## config.mk

```make
export PLATFORM = sky130hd
export DESIGN_NAME = reg_file_32x64
export DESIGN_NICKNAME = d
export VERILOG_FILES = /design/src/rtl/reg_file_32x64.sv
export SDC_FILE = /design/constraint.sdc
export NUM_CORES = 2
export LEC_CHECK = 0
export CORE_ASPECT_RATIO = 0.6
export CORE_MARGIN = 3
export CORE_UTILIZATION = 45
export DETAILED_ROUTE_END_ITERATION = 16
export PLACE_DENSITY = 0.64
export SYNTH_ARGS = -nofsm -noshare
export SYNTH_HDL_FRONTEND = slang
export SYNTH_SLANG_ARGS = --single-unit
```

## constraint.sdc

```tcl
create_clock -name CLK -period 4 [get_ports CLK]
set_input_delay 0.8 -clock CLK [delete_from_list [all_inputs] [get_ports CLK]]
set_output_delay 0.8 -clock CLK [all_outputs]
set_load 0.01 [all_outputs]
```

## src/rtl/reg_file_32x64.sv

```systemverilog
// ID-stage integer register file: 31 x 64-bit storage + hard-wired XZR,
// two combinational read ports with WB write-through, one write port.
module reg_file_32x64 #(
    parameter int DATA_W = 64,
    parameter int ADDR_W = 5,
    parameter int ZR_IDX = 31
) (
    input  logic              CLK,
    input  logic              RESET_N,
    input  logic [ADDR_W-1:0] RA1,
    input  logic [ADDR_W-1:0] RA2,
    output logic [DATA_W-1:0] RD1,
    output logic [DATA_W-1:0] RD2,
    input  logic              RegWrite,
    input  logic [ADDR_W-1:0] WA,
    input  logic [DATA_W-1:0] WD
);

    localparam logic [ADDR_W-1:0] ZR = ADDR_W'(ZR_IDX);

    logic [DATA_W-1:0] regs_q [ZR_IDX];
    logic              wr_en;

    assign wr_en = RegWrite && (WA != ZR);

    always_ff @(posedge CLK or negedge RESET_N) begin
        if (!RESET_N) begin
            for (int i = 0; i < ZR_IDX; i++) begin
                regs_q[i] <= '0;
            end
        end else if (wr_en) begin
            regs_q[WA] <= WD;
        end
    end

    // XZR first, then same-cycle WB data, then storage; reset forces zero.
    function automatic logic [DATA_W-1:0] rd_mux(
        input logic [ADDR_W-1:0] ra,
        input logic              rst_n,
        input logic              we,
        input logic [ADDR_W-1:0] wa,
        input logic [DATA_W-1:0] wd,
        input logic [DATA_W-1:0] stored
    );
        logic [DATA_W-1:0] r;
        r = '0;
        if (!rst_n || ra == ZR) begin
            r = '0;
        end else if (we && wa == ra) begin
            r = wd;
        end else begin
            r = stored;
        end
        return r;
    endfunction

    logic [DATA_W-1:0] st1, st2;

    always_comb begin
        st1 = '0;
        st2 = '0;
        if (RA1 != ZR) st1 = regs_q[RA1];
        if (RA2 != ZR) st2 = regs_q[RA2];
    end

    assign RD1 = rd_mux(RA1, RESET_N, wr_en, WA, WD, st1);
    assign RD2 = rd_mux(RA2, RESET_N, wr_en, WA, WD, st2);

endmodule

```

==> reports/qor.txt <==
status: complete, but fails checks
failing checks: negative setup slack
top-area cell type share of the netlist area: 46.1%
Most used DFF post-synth: dfrtp_1
Final setup viols: 2
Critical path buffers and inverters: 5
Slew @ Worst Pin: 1.20 ns
die area: 245000 um^2
Die W: 637 um
clk sinks: 1984
Final period util: 102%
Congestion Overflow GR: 0
Pre-antenna DRT Iters: 7
WP data required: 3.20 ns
critical path class: in2out
Worst Clk Skew: 0 ns
Reg clk slew, reported paths: 0.07 ns
crit path cell chain: buf_16 -> buf_16 -> buf_8 -> mux4_2 -> mux2_2 -> a221oi_4 -> o21ai_2 -> buf_4 -> clkdlybuf4s50_1
synth top area cells: dfrtp_1 46%, mux2_2 21%, mux4_2 15%
Clk Latency, worst-skew pair: 0.84 ns
Routed Antenna Nets: 0
Iteration-0 DRC Markers: 10200
post-synthesis cell type count: 55
Fillers: 19000
Max FO, Critical Path: 7
fraction of registers with async set/reset: 100%
DRC: 0
CTS tree: done
Starting Density: 45.5%
Global Route Usage Sum: 32.0%
final setup TNS: -0.0939 ns
synthesized area per cell: 13.9 um^2
Max clock buf depth: 4
Final Hold Viols: 0
Placed Area: 119000 um^2
flop2flop setup slack: 3.16 ns
Max Cap Violations: 0
Critical-path top delay cell: mux4_2
Area Overhead vs Synth: 19.5%
vias per cell: 6.68
CTS buffer count: 199
Worst R2R Start: regs_q[1091]$_DFFE_PN0P_
WL/cell: 34.3 um
post-synthesis sequential area ratio: 46.1%
Vias: 77300
Routed WL: 397 mm
nets: 8361
initial antenna violation count: 13
unrepaired setup endpoints after global routing: true
layout cells sized above 1: 50.2%
Leakage: 57.0 nW
Ys Warns: 0
crit path from: RA2[0]
CP most frequent cell: buf_16
Slew Limit Fails: 0
Mapped Cells: 7743
IO Pins: 210
Post-Syn Area: 108000 um^2
HP Class: in2async
Commonest cells post-synth: 2046 x mux2_2, 1984 x dfrtp_1, 713 x mux4_2, 520 x mux2i_1, 461 x clkbuf_1
CP top delay family: buffers and inverters
Max stage delay on crit path: 0.52 ns
post-synth net total: 7825
first-pass GRT wire length: 573 mm
Slew Limit Headroom: 19.7%
R2R depth: 1
Top reg by flops: regs_q
num rows: 138
Critical Path Sink Type: primary output
die height: 385 um
vias in the first global route: 78400
Largest register FFs: 1984
Yosys reg bits: 1984
routability cong.: 0.875
Worst setup SP type: primary input
r2r endpoint: regs_q[1091]$_DFFE_PN0P_
setup slack after layout: -0.0803 ns
pin count of the biggest net entering global routing: 189
crit path time final: 4.08 ns
top cell type by total area after synthesis: dfrtp_1
FMAX: 245 MHz
WP data arrival: 3.28 ns
most numerous cell in the Yosys netlist: mux2_2
core footprint: 237000 um^2
port buffer count: 209
EDFF count, synth: 0
Root Buffer Master: clkbuf_16
pwr dens: 465 nW/um^2
VDD IR-drop max: 339 uV
biggest registers after layout: regs_q (1984)
H-tree depth: 4
post-route cell area: 129000 um^2
DP HPWL: 239 mm
-- what timing repair did --
item / 4_1_cts / 5_1_grt
setup endpoints to repair: 127 / 51
hold buffers: 0 / 0
gates cloned: 17 / 0
pin swaps: 30 / 22
setup buffers: 69 / 33
resized for setup: 336 / 115
-- worst max-delay path by stage --
stage | slack (ns) | depth (start not counted) | to
finish | -0.08 | 9 | RD2[5]
global route | -0.10 | 9 | RD2[5]
CTS | -0.13 | 9 | RD2[39]
detailed placement | -0.70 | 10 | RD2[63]
global placement | -0.72 | 10 | RD2[63]
floorplan | 0.58 | 7 | RD2[1]
-- per-stage QoR --
step	power (mW)	utilization (%)	worst slack (ns)	hold WS, ns	instances
5_1_grt	62.0	54.3	-0.102	0.0810	11600
4_1_cts	59.5	54.0	-0.127	0.0387	11500
3_3_place_gp	39.6	50.4	-0.723	0.484	11100
2_1_floorplan	35.4	-	0.580	0.470	7743
3_5_place_dp	40.3	50.4	-0.703	0.494	11100
6_report	59.7	54.3	-0.0803	0.0758	11600
-- cell families (layout without fill, tap and decap cells) --
| logic type | Yosys count | after routing | share of synthesized area [%] |
|---|---|---|---|
| AOI/OAI and AO/OA | 1034 | 1034 | 6.36 |
| xor gates and xnor gates | 10 | 10 | 0.0814 |
| buffers and inverters | 893 | 1566 | 3.78 |
| DFF | 1984 | 1984 | 46.1 |
| muxes | 3304 | 3304 | 41.4 |
| other | 0 | 5 | 0 |
| and+or+nand+nor | 518 | 518 | 2.20 |
-- power by group --
part           switching [mW]  internal, mW
Combinational            5.77          7.99
Clock                    8.32          10.6
Sequential               3.05          24.0
Total                    17.1          42.6
-- layer usage --
layer	up-vias	GRT usage, %	share of wire [%]
li1	30600	-	-
met1	41400	44.9	41
met2	4393	46.5	43
met3	917	9.00	11
met4	6	13.8	4.9
met5	-	0	0.011
-- cell type report --
type,count,area [um^2],area share [%]
timing repair buffer,1172,13300,10.3
inverter,56,210,0.164
clock buffer,285,5730,4.45
multi-input combinational,4866,55200,42.9
tap,3150,3940,3.07
antenna,5,12.5,0.00973
sequential,1984,49600,38.6
clock inverter,53,557,0.433
-- layout by cell type (no fill, tap or decap), drive strengths merged, types with 14 or more instances in the layout --
| cell | instances |
|---|---|
| o22ai | 48 |
| mux2 | 2071 |
| clkbuf | 289 |
| a22o | 38 |
| mux4 | 713 |
| buf | 973 |
| a221oi | 110 |
| nand2b | 19 |
| clkdlybuf4s50 | 69 |
| clkinv | 36 |
| dlygate4sd2 | 92 |
| nand2 | 254 |
| a211oi | 17 |
| o21ai | 270 |
| dfrtp | 1984 |
| a311oi | 14 |
| mux2i | 520 |
| a211o | 36 |
| o221ai | 126 |
| nor2b | 77 |
| dlymetal6s2s | 20 |
| a21oi | 278 |
| nor2 | 122 |
| inv | 57 |
| a22oi | 41 |
Note: power is estimated with default switching activity, not from simulation.
